## src/rtl/seg_scan_capture.sv

```systemverilog
// seg_scan_capture: rebuilds a 4-digit frame from a multiplexed active-low 7-segment bus.
// Define SCAN_ORDER_CHECK_EN to require captures in digit order 0,1,2,3.
module seg_scan_capture #(
   parameter int SETTLE    = 4,
   parameter int TIMEOUT_W = 21
) (
   input  logic        clk,
   input  logic        rst,
   input  logic [6:0]  seg_in,
   input  logic [3:0]  an_in,
   output logic [27:0] frame_seg,
   output logic [15:0] frame_hex,
   output logic [3:0]  hex_ok,
   output logic        frame_valid,
   output logic        err_timeout,
   output logic        order_err
);
   localparam logic [7:0] SETTLE_C = 8'(SETTLE);
   typedef enum logic [1:0] {IDLE, SETTLING, HELD} state_t;
   state_t               r_state, w_state_nxt;
   logic [6:0]           r_seg_m, r_seg_s;
   logic [3:0]           r_an_m, r_an_s;
   logic [10:0]          r_prev;
   logic [7:0]           r_cnt, w_cnt_nxt;
   logic [6:0]           r_slot [4];
   logic [3:0]           r_seen, w_seen_nxt, w_bit;
   logic [TIMEOUT_W-1:0] r_to;
   logic                 w_valid, w_same, w_cap, w_complete, w_tmo, w_bad;
   logic [1:0]           w_idx;

   function automatic logic [4:0] dec(input logic [6:0] s);
      case (s)
         7'b1000000: dec = 5'h10;
         7'b1111001: dec = 5'h11;
         7'b0100100: dec = 5'h12;
         7'b0110000: dec = 5'h13;
         7'b0011001: dec = 5'h14;
         7'b0010010: dec = 5'h15;
         7'b0000010: dec = 5'h16;
         7'b1111000: dec = 5'h17;
         7'b0000000: dec = 5'h18;
         7'b0010000: dec = 5'h19;
         7'b0001000: dec = 5'h1A;
         7'b0000011: dec = 5'h1B;
         7'b1000110: dec = 5'h1C;
         7'b0100001: dec = 5'h1D;
         7'b0000110: dec = 5'h1E;
         7'b0001110: dec = 5'h1F;
         default:    dec = 5'h00;
      endcase
   endfunction

   assign w_valid    = (r_an_s == 4'b1110) || (r_an_s == 4'b1101) ||
                       (r_an_s == 4'b1011) || (r_an_s == 4'b0111);
   assign w_idx      = !r_an_s[0] ? 2'd0 : !r_an_s[1] ? 2'd1 : !r_an_s[2] ? 2'd2 : 2'd3;
   assign w_same     = {r_an_s, r_seg_s} == r_prev;
   assign w_complete = &r_seen;
   assign w_tmo      = (&r_to) && !w_complete;
   assign w_bit      = 4'b0001 << w_idx;

   always_ff @(posedge clk or negedge rst)
      if (!rst) begin
         r_seg_m <= '1;
         r_seg_s <= '1;
         r_an_m  <= '1;
         r_an_s  <= '1;
         r_prev  <= '1;
      end else begin
         r_seg_m <= seg_in;
         r_seg_s <= r_seg_m;
         r_an_m  <= an_in;
         r_an_s  <= r_an_m;
         r_prev  <= {r_an_s, r_seg_s};
      end

   always_ff @(posedge clk or negedge rst)
      if (!rst) begin
         r_state <= IDLE;
         r_cnt   <= '0;
      end else begin
         r_state <= w_state_nxt;
         r_cnt   <= w_cnt_nxt;
      end

   // Any sample change restarts the stability count; HELD blocks re-capture of an unchanged slot.
   always_comb begin
      w_state_nxt = r_state;
      w_cnt_nxt   = r_cnt;
      if (!w_valid) begin
         w_state_nxt = IDLE;
         w_cnt_nxt   = '0;
      end else if (!(r_state == HELD && w_same)) begin
         w_cnt_nxt   = (r_state == SETTLING && w_same) ? r_cnt + 8'd1 : 8'd1;
         w_state_nxt = (w_cnt_nxt == SETTLE_C) ? HELD : SETTLING;
      end
   end

   always_comb
      w_cap = (w_state_nxt == HELD) && !(r_state == HELD && w_same);

`ifdef SCAN_ORDER_CHECK_EN
   logic [1:0] r_exp, w_exp_eff;
   assign w_exp_eff = w_tmo ? 2'd0 : r_exp;
   assign w_bad     = w_cap && (w_idx != w_exp_eff);
   always_ff @(posedge clk or negedge rst)
      if (!rst) begin
         r_exp     <= '0;
         order_err <= 1'b0;
      end else begin
         order_err <= w_bad;
         if (w_cap) r_exp <= w_bad ? {1'b0, w_idx == 2'd0} : w_exp_eff + 2'd1;
         else if (w_tmo) r_exp <= 2'd0;
      end
`else
   assign w_bad     = 1'b0;
   assign order_err = 1'b0;
`endif

   // A rejected out-of-order digit 0 still counts as the first capture of a new frame.
   always_comb begin
      w_seen_nxt = (w_complete || w_tmo || w_bad) ? 4'h0 : r_seen;
      if (w_cap && !(w_bad && w_idx != 2'd0)) w_seen_nxt = w_seen_nxt | w_bit;
   end

   always_ff @(posedge clk or negedge rst)
      if (!rst) begin
         frame_seg   <= '1;
         frame_hex   <= '0;
         hex_ok      <= '0;
         frame_valid <= 1'b0;
         err_timeout <= 1'b0;
         r_to        <= '0;
         r_seen      <= '0;
         for (int k = 0; k < 4; k++) r_slot[k] <= '1;
      end else begin
         frame_valid <= w_complete;
         err_timeout <= w_tmo;
         r_to        <= w_complete ? '0 : r_to + TIMEOUT_W'(1);
         r_seen      <= w_seen_nxt;
         if (w_cap) r_slot[w_idx] <= r_seg_s;
         if (w_complete)
            for (int k = 0; k < 4; k++) begin
               frame_seg[7*k +: 7] <= r_slot[k];
               {hex_ok[k], frame_hex[4*k +: 4]} <= dec(r_slot[k]);
            end
      end
endmodule

```

## config.mk

```make
export PLATFORM = sky130hd
export DESIGN_NAME = seg_scan_capture
export DESIGN_NICKNAME = d
export VERILOG_FILES = /design/src/rtl/seg_scan_capture.sv
export SDC_FILE = /design/constraint.sdc
export NUM_CORES = 1
export LEC_CHECK = 0
export ABC_AREA = 1
export CAP_MARGIN = 20
export CORE_MARGIN = 5
export CORE_UTILIZATION = 51
export DETAILED_ROUTE_END_ITERATION = 8
export GPL_TIMING_DRIVEN = 1
export PLACE_DENSITY = 0.84
export SYNTH_ARGS = -nofsm -noshare
export SYNTH_HDL_FRONTEND = slang
export SYNTH_SLANG_ARGS = --single-unit
export TNS_END_PERCENT = 30
```

## constraint.sdc

```tcl
create_clock -name clk -period 3 [get_ports clk]
set_input_delay 0.6 -clock clk [delete_from_list [all_inputs] [get_ports clk]]
set_output_delay 0.6 -clock clk [all_outputs]
set_load 0.02 [all_outputs]
```

==> impl_metrics.ini, run 1 <==
[die]
start_util = 0.517
die_w_um = 125
die_area_um2 = 15700
core-area_um2 = 13100
die_h_um = 125
boundaryPins = 64
rows = 42

[synthesis]
synth_warnings = 0
synth_most_common_cell = nand2_1
synth_common_cells = 232 x nand2_1, 93 x inv_1, 89 x dfstp_2, 67 x nor2_1, 64 x o21ai_0
avgSynthCellArea_um2 = 8.40
synth_area_leaders = dfstp_2 34%, dfrtp_1 21%, nand2_1 13%
synth_top_area_frac = 0.344
ys_async_sr_fraction = 1.00
synth_seq_area_share = 0.554
synth-main-ff-cell = dfstp_2
synthCells = 809
synth_area_leader_cell = dfstp_2
synth-edff-count = 0
synth_cell_type_count = 41
synth_area_um2 = 6790
ys_ff_latch = 146
syn_nets = 824

[timing]
rsz0062_at_grt = false
skew_ns = 0.0105
tns_ns = 0
fmax_mhz = 386
setup-violations-final = 0
relSlewSlack = 0.436
timing.final.crit_share = 0.862
worstMarginPinSlew_ns = 0.846
finalHoldViolCount = 0
period_minus_slack_ns = 2.59
report.final.slew_viol_count = 0

[setup_path]
critPathLaunchType = flop
end_kind = flop
cpPeakStageDelay_ns = 0.66
crit_top_cell = nand2_1
critPathRequiredTime_ns = 3.35
critPathKind = flop to flop
path_delay_family = simple AND/OR/NAND/NOR gates
cp_max_fo = 16
critical_path.cell_chain = inv_2 -> nand2_1 -> nand2_1 -> nor2_1 -> nand2_1 -> nor2_4 -> nand3_2 -> inv_2 -> nand2_1 -> nor2_4 -> inv_2 -> nor2_4 -> nand2_2 -> nand2_1 -> nand2_1
critPathArrivalTime_ns = 2.94
cp_num_buf_inv = 3
cpMaxStageDelayCell = dfstp_2

[pwr]
switching_share = 0.216
intPower_uw = 3270
vdd_drop_max_v = 0.000462
power.density_nw_per_um2 = 511
seqPwrFrac = 0.490
switchingPower_uw = 899
p_comb_frac = 0.025
leakagePower_uw = 0.00368
clkPwrFrac = 0.484

[clocking]
ctsHoldBuffers = 0
cts_tree = built
htreeDepth = 4
cts_root_buf = clkbuf_16
cts_buffers = 17
clk_pin_slew_worst_paths_ns = 0.06
postCtsSetupBuffers = 0
cts_resized = 0
clk_latency_ns = 0.43
ctsLongestPathBuffers = 2
cts.sinks = 146

[routing]
antenna_left = 0
drtIter0Drc = 597
vias = 5622
drc_errors = 0
drt-pass1-iter-count = 5
routed_wl_mm = 14.9
via_per_inst = 5.28
wl_per_cell_um = 13.9

[placed_design]
hpwl_mm = 10.4
place.port_buffers = 62
gp_congestion = 0.917

[grt]
grt_antenna_before_repair = 0
first_global_vias = 5213
grt_pass1_wl_mm = 25.1
grt_overflow = 0
grt_start_max_net_pins = 102
grt_use_total = 0.195

[layout]
final_nets = 891
register_area_um2 = 3760
final_util = 0.622
multiInputGateArea_um2 = 2590
fillers = 1084
syn_to_final_growth_pct = 20.3
n_antenna_cell = 0
drive_above_1_share = 0.160

[flow_run]
cap_violations = 0

[hold_path]
hp-class = input pin to asynchronous set/reset pin

[run_status]
status = completed
[sequential cells by signal, summed over array words and instances (netlist names)]
name / cells
hex_ok: 4
frame_hex: 16
r_an_m: 4
r_to: 21
r_an_s: 4
r_slot: 28
r_seg_s: 7
err_timeout: 1
r_prev: 11
r_seen: 4
r_state: 2
frame_valid: 1
r_seg_m: 7
frame_seg: 28
r_cnt: 8
[area by class of cell]
cell class                 count  area share
timing repair buffer          66      0.0813
inverter                      97      0.0446
tap                          176      0.0269
multi-input combinational    548       0.317
clock inverter                13      0.0168
clock buffer                  19      0.0530
sequential                   146       0.461
[per-stage QoR]
step                area [µm²]  worst slack, ns  hold WS, ns  total power, µW  cells
finish                    8170            0.413       0.0666             4170   1065
global route              8170            0.185       0.0816             4330   1065
CTS                       8170            0.448       0.0609             4220   1065
detailed placement        7600            0.501        0.347             2180   1033
global placement          7600            0.637        0.346             2180   1033
floorplan                 6790            0.987        0.304             2110    809
[path summary, 6_finish.rpt]
check,from,to,slack (ns),cells past startpoint
setup / recovery,r_an_s[2],r_slot[25],0.41,15
hold / removal,rst,r_to[11],0.07,1
setup reg to reg,r_an_s[2],r_slot[25],0.41,15
max in group asynchronous,rst,r_prev[1],2.17,2
min in group clk,r_seg_m[5],r_seg_s[5],0.35,0
hold reg to reg,r_seg_m[5],r_seg_s[5],0.35,0
[worst register-to-register path: cells and delay by family, from the launching register on]
kind	cells	cell delay, ns
DFF	1	0.66
buffers and inverters	3	0.30
and+or+nand+nor	12	1.55
[layer usage]
metal / global-route usage / vias to the layer above / wire length [µm]
li1: - / 2784 / -
met1: 0.266 / 2633 / 6680
met3: 0.0542 / 21 / 831
met4: 0.0606 / 0 / 250
met5: 0 / - / 0
met2: 0.306 / 184 / 7090
[cells in the final DEF, fill, tap and decap left out, types with 9 or more instances in the layout]
| master | instances |
|---|---|
| nor2_1 | 67 |
| xnor2_1 | 9 |
| nor3_1 | 35 |
| inv_1 | 93 |
| clkdlybuf4s50_1 | 61 |
| a21oi_1 | 19 |
| nor4_1 | 15 |
| dfstp_2 | 89 |
| o21ai_0 | 64 |
| nand3_1 | 33 |
| nand2_1 | 232 |
| dfrtp_1 | 57 |
| clkbuf_16 | 17 |
| nand4_1 | 34 |
[logic make-up after synthesis]
kind of cell / after synthesis / share of synthesized area
flops: 146 / 0.554
fa+ha+maj: 2 / 0.00368
simple gates: 435 / 0.283
other cells: 1 / 0.000552
xor+xnor: 12 / 0.0155
buf+inv: 115 / 0.0648
compound gates: 98 / 0.0787
[power by group through the flow]
stage / Clock (µW) / Sequential (µW) / Combinational [µW]
final: 2020 / 2050 / 106
after global routing: 2150 / 2050 / 124
after CTS: 2070 / 2050 / 110
after detailed placement: 0 / 2080 / 109
after global placement: 0 / 2070 / 107
after floorplan: 0 / 2060 / 45.6
No activity file was read; power rests on OpenSTA's default activity.
==> run 2, diff against run 1 <==
--- a/config.mk
+++ b/config.mk
@@ -12,6 +12,7 @@
 export DETAILED_ROUTE_END_ITERATION = 8
 export GPL_TIMING_DRIVEN = 1
 export PLACE_DENSITY = 0.84
+export SLEW_MARGIN = 30
 export SYNTH_ARGS = -nofsm -noshare
 export SYNTH_HDL_FRONTEND = slang
 export SYNTH_SLANG_ARGS = --single-unit
==> results of run 2 <==
No change in the layout: final DEF, timing and power equal those of run 1.
==> patch 1: new RTL, settings of run 2 <==
Take the reset off `r_to` and load it in a clocked block of its own.
--- a/src/rtl/seg_scan_capture.sv
+++ b/src/rtl/seg_scan_capture.sv
@@ -129,13 +129,11 @@
          hex_ok      <= '0;
          frame_valid <= 1'b0;
          err_timeout <= 1'b0;
-         r_to        <= '0;
          r_seen      <= '0;
          for (int k = 0; k < 4; k++) r_slot[k] <= '1;
       end else begin
          frame_valid <= w_complete;
          err_timeout <= w_tmo;
-         r_to        <= w_complete ? '0 : r_to + TIMEOUT_W'(1);
          r_seen      <= w_seen_nxt;
          if (w_cap) r_slot[w_idx] <= r_seg_s;
          if (w_complete)
@@ -144,5 +142,9 @@
                {hex_ok[k], frame_hex[4*k +: 4]} <= dec(r_slot[k]);
             end
       end
+
+   always_ff @(posedge clk) begin
+      r_to <= w_complete ? '0 : r_to + TIMEOUT_W'(1);
+   end
 endmodule
 
Function: same outputs for any inputs over 10 cycles, from zero or initial values and one cycle with rst low; that may be too few to reach the edited logic, so the function may still have changed.
==> patch 1 against run 2 <==
  * Core utilization grew 0.46 points
  * Cell area grew 0.73%
  * Clock power grew 13%
  * First-iteration DRC count shrank 17%
  * Synthesized cell count grew 1.4%
  * Routed wire length grew 0.89%
  * Critical path type unchanged
  * Highest routed layer unchanged
  * Total power grew 6.2%
  * Setup slack gained 0.27 ns
  * Hold slack gained 0.12 ns
  * Sequential cell count is the same
  * Non-clock buffer count grew 1
  * Area after synthesis shrank 0.20%
==> patch 1: results (changes against run 2) <==
maximum vdd drop=0.433 mV (-6.2%); sequential area share after synthesis=0.540 (-0.0144); fin area=0.00823 sq mm (+0.73%); WP data arrival=2.66 ns (-0.28 ns); metal2 WL=7.18 mm (+1.3%); wl on met1=6.55 mm (-2.0%); 1st-pass router iterations=6 (+1); Worst-Margin Slew=0.829 ns (-0.0166 ns); comb_multi_in=553 (+0.91%); Critical path destination=r_slot[14]$_DFFE_PN1P_; DP Wirelength=10.3 mm (-0.74%); top post-synthesis cells by count=nand2_1 (228), inv_1 (101), dfstp_2 (89), nor2_1 (69), o21ai_0 (56); status=completed; vias in the first global route=5402 (+3.6%); Data buffer area share=0.0812 (-0.000137); clock network area share=0.0777 (+0.00785); number of non-clock buffers=67 (+1.5%); multi-input logic area=0.00265 sq mm (+2.4%); grt met3 use=0.0520 (-0.00213); syn_nets=835 (+1.3%); Tot GR Track Use=0.196 (+0.000825); Clk power=2.29 mW (+13%); GP Congestion=0.877 (-4.4%); placed cell count=1047 (+1.4%); first-pass GRT wire length=25.3 mm (+0.88%); nonclk inv count=105 (+8.2%); internal power=3.54 mW (+8.3%); Post-Synthesis Cells=820 (+1.4%); fraction of registers with async set/reset=0.856 (-0.144); fraction of area in registers=0.445 (-0.0161); initial drt markers=496 (-17%); R2R setup slack=0.69 ns (+0.27 ns); Fill cells=1074 (-0.92%); Layout Skew=0.00988 ns (-0.000637 ns); pin count of the biggest net entering global routing=98 (-3.9%); clock buffer count=22 (+3); DR WL/cell=13.9 um (-0.42%)
## patch 1: cell types whose count changed after synthesis, sizes merged, moves of 3 or more
cell    delta
a211oi     +3
a21oi      +4
dfrtp     -21
dfxtp     +21
inv        +7
nand2      -3
nand3      +6
o21ai      -8
xnor2      -3
## patch 1: per-stage QoR
| stage | setup slack [ns] | hold WS, ns | total power, mW |
|---|---|---|---|
| floorplan | 1.09 | 0.304 | 2.11 |
| global placement | 0.793 | 0.346 | 2.17 |
| detailed placement | 0.711 | 0.347 | 2.18 |
| CTS | 0.694 | 0.185 | 4.47 |
| global route | 0.430 | 0.219 | 4.59 |
| finish | 0.687 | 0.182 | 4.43 |
## patch 1: kinds of logic (layout without fill, tap and decap cells)
family	Yosys count	in the layout	share of synthesized area
buffers and inverters	121	204	0.0692
other	1	1	0.000553
AOI/OAI and AO/OA	99	99	0.0823
and+or+nand+nor	442	442	0.293
DFF	146	146	0.540
adders and majority gates	2	2	0.00369
xor gates and xnor gates	9	9	0.0116
==> patch 2: new RTL, settings of run 2 <==
Without the edit above. `TIMEOUT_W`: 21 -> 29.
--- a/src/rtl/seg_scan_capture.sv
+++ b/src/rtl/seg_scan_capture.sv
@@ -2,7 +2,7 @@
 // Define SCAN_ORDER_CHECK_EN to require captures in digit order 0,1,2,3.
 module seg_scan_capture #(
    parameter int SETTLE    = 4,
-   parameter int TIMEOUT_W = 21
+   parameter int TIMEOUT_W = 29
 ) (
    input  logic        clk,
    input  logic        rst,
Function: same outputs for any inputs over 10 cycles, from zero or initial values and one cycle with rst low; that may be too few to reach the edited logic, so the function may still have changed.
==> patch 2 against run 2 <==
  * Critical path depth did not move
  * Combinational power grew 4%
  * Cell area increased by 7.4%
  * Area after synthesis is 8.5% higher
  * Sequential cell count is 8 higher
  * Via count increased by 9.5%
  * Setup slack improved by 0.20 ns
  * Total power up 5.8%
  * Sequential share of layout area down 0.90 points
  * Routed wire length increased by 12%
  * Fmax increased by 8.5%
  * Critical endpoint is now r_slot[20]$_DFFE_PN1P_
  * Largest power group unchanged
==> patch 2: results (changes against run 2) <==
Layout Skew=0.00890 ns (-0.00161 ns); reg2reg end=r_slot[20]$_DFFE_PN1P_; ratio of cells with drive above 1 in the final layout=0.159 (-0.000355); drt via density=5.38 (+2.0%); Worst-Margin Slew=0.868 ns (+0.0225 ns); WP data arrival=2.74 ns (-0.20 ns); Sw Ratio=0.210 (-0.00551); first-pass GRT wire length=27.8 mm (+11%); Post-DP Area=0.00818 sq mm (+7.7%); vias in the first global route=5916 (+13%); R2R setup slack=0.62 ns (+0.20 ns); status=completed; fin area=0.00878 sq mm (+7.4%); Worst Hold Class=input pin to asynchronous set/reset pin; sequential area share after synthesis=0.538 (-0.0163); Tot GR Track Use=0.205 (+0.0105); top post-synthesis cells by count=nand2_1 (219), inv_1 (110), dfstp_2 (89), nor2_1 (87), dfrtp_1 (65); largest registers=r_to (29), frame_seg (28), r_slot (28); syn_nets=895 (+8.6%); Synth area leaders=dfstp_2 (32%), dfrtp_1 (22%), nand2_1 (11%); Synth cell types=43 (+4.9%); critical path's largest stage delay=0.68 ns (+0.02 ns); mean post-synth cell area=8.38 sq um (-0.24%); DR WL/cell=14.6 um (+4.5%); maximum vdd drop=0.544 mV (+18%); Fill cells=1195 (+10%); initial drt markers=741 (+24%); DP Wirelength=11.7 mm (+13%); Clock Tree Buf Depth=2 (unchanged); Leak=3.92 nW (+6.4%); pin count of the biggest net entering global routing=100 (-2.0%); 1st-pass router iterations=5 (unchanged); GP Congestion=0.975 (+6.3%); Final #Nets=962 (+8.0%)
patch 2: cell types whose count changed after synthesis, sizes merged, moves of 4 or more:
cell	delta
a211oi	+5
a21oi	+6
nand4	+14
dfrtp	+8
inv	+17
xor2	+4
or2	+4
nor2	+21
o21ai	-7
nor3	+10
nand2	-11
patch 2: worst min-delay path by stage:
stage / startpoint / endpoint / slack (ns) / cells past startpoint
2_1_floorplan: rst / err_timeout$_DFF_PN0_ / 0.30 / 0
3_3_place_gp: r_seg_m[6]$_DFF_PN1_ / r_seg_s[6]$_DFF_PN1_ / 0.35 / 0
3_5_place_dp: r_seg_m[5]$_DFF_PN1_ / r_seg_s[5]$_DFF_PN1_ / 0.35 / 0
4_1_cts: rst / frame_hex[5]$_DFFE_PN0P_ / 0.19 / 1
5_1_grt: rst / frame_hex[4]$_DFFE_PN0P_ / 0.21 / 1
6_report: rst / frame_hex[4]$_DFFE_PN0P_ / 0.17 / 1
patch 2: cell families (layout without fill, tap and decap cells):
family,after synthesis,count (layout),share of synthesized area
xor+xnor,15,15,0.0178
buf+inv,133,213,0.0699
simple gates,470,470,0.291
flops,154,154,0.538
fa+ha+maj,2,2,0.00339
other cells,1,1,0.000509
compound gates,105,105,0.0789
patch 2: power groups by stage:
stage	Sequential [mW]	Clock (mW)	Combinational (mW)
floorplan	2.17	0	0.0476
global placement	2.18	0	0.109
detailed placement	2.19	0	0.113
CTS	2.15	2.19	0.114
global route	2.16	2.29	0.127
finish	2.15	2.15	0.110
patch 2: final cells by class:
| type | count | share of cell area |
|---|---|---|
| inverter | 115 | 0.0493 |
| sequential | 154 | 0.452 |
| tap | 184 | 0.0262 |
| multi-input combinational | 593 | 0.329 |
| clock buffer | 20 | 0.0509 |
| clock inverter | 12 | 0.0170 |
| timing repair buffer | 66 | 0.0757 |
patch 2: layer usage:
metal  up-vias  track usage  share of wire
li1       3027            -              -
met1      2905        0.267           0.44
met2       208        0.349           0.50
met3        18       0.0495          0.057
met4         0       0.0507          0.011
met5         -            0              0
patch 2: through the flow:
step | worst slack [ns] | hold WS (ns) | total power [mW] | instances
after global routing | 0.357 | 0.215 | 4.57 | 1144
after detailed placement | 0.647 | 0.347 | 2.30 | 1112
after global placement | 0.755 | 0.345 | 2.29 | 1112
after floorplan | 1.09 | 0.304 | 2.22 | 880
after CTS | 0.624 | 0.191 | 4.46 | 1144
final | 0.616 | 0.172 | 4.41 | 1144
patch 2: critical path, delay by kind of cell, from the launching register on:
| kind | cells | cell delay [ns] |
|---|---|---|
| flip-flops | 1 | 0.68 |
| buffers and inverters | 3 | 0.30 |
| AND/OR/NAND/NOR | 12 | 1.34 |
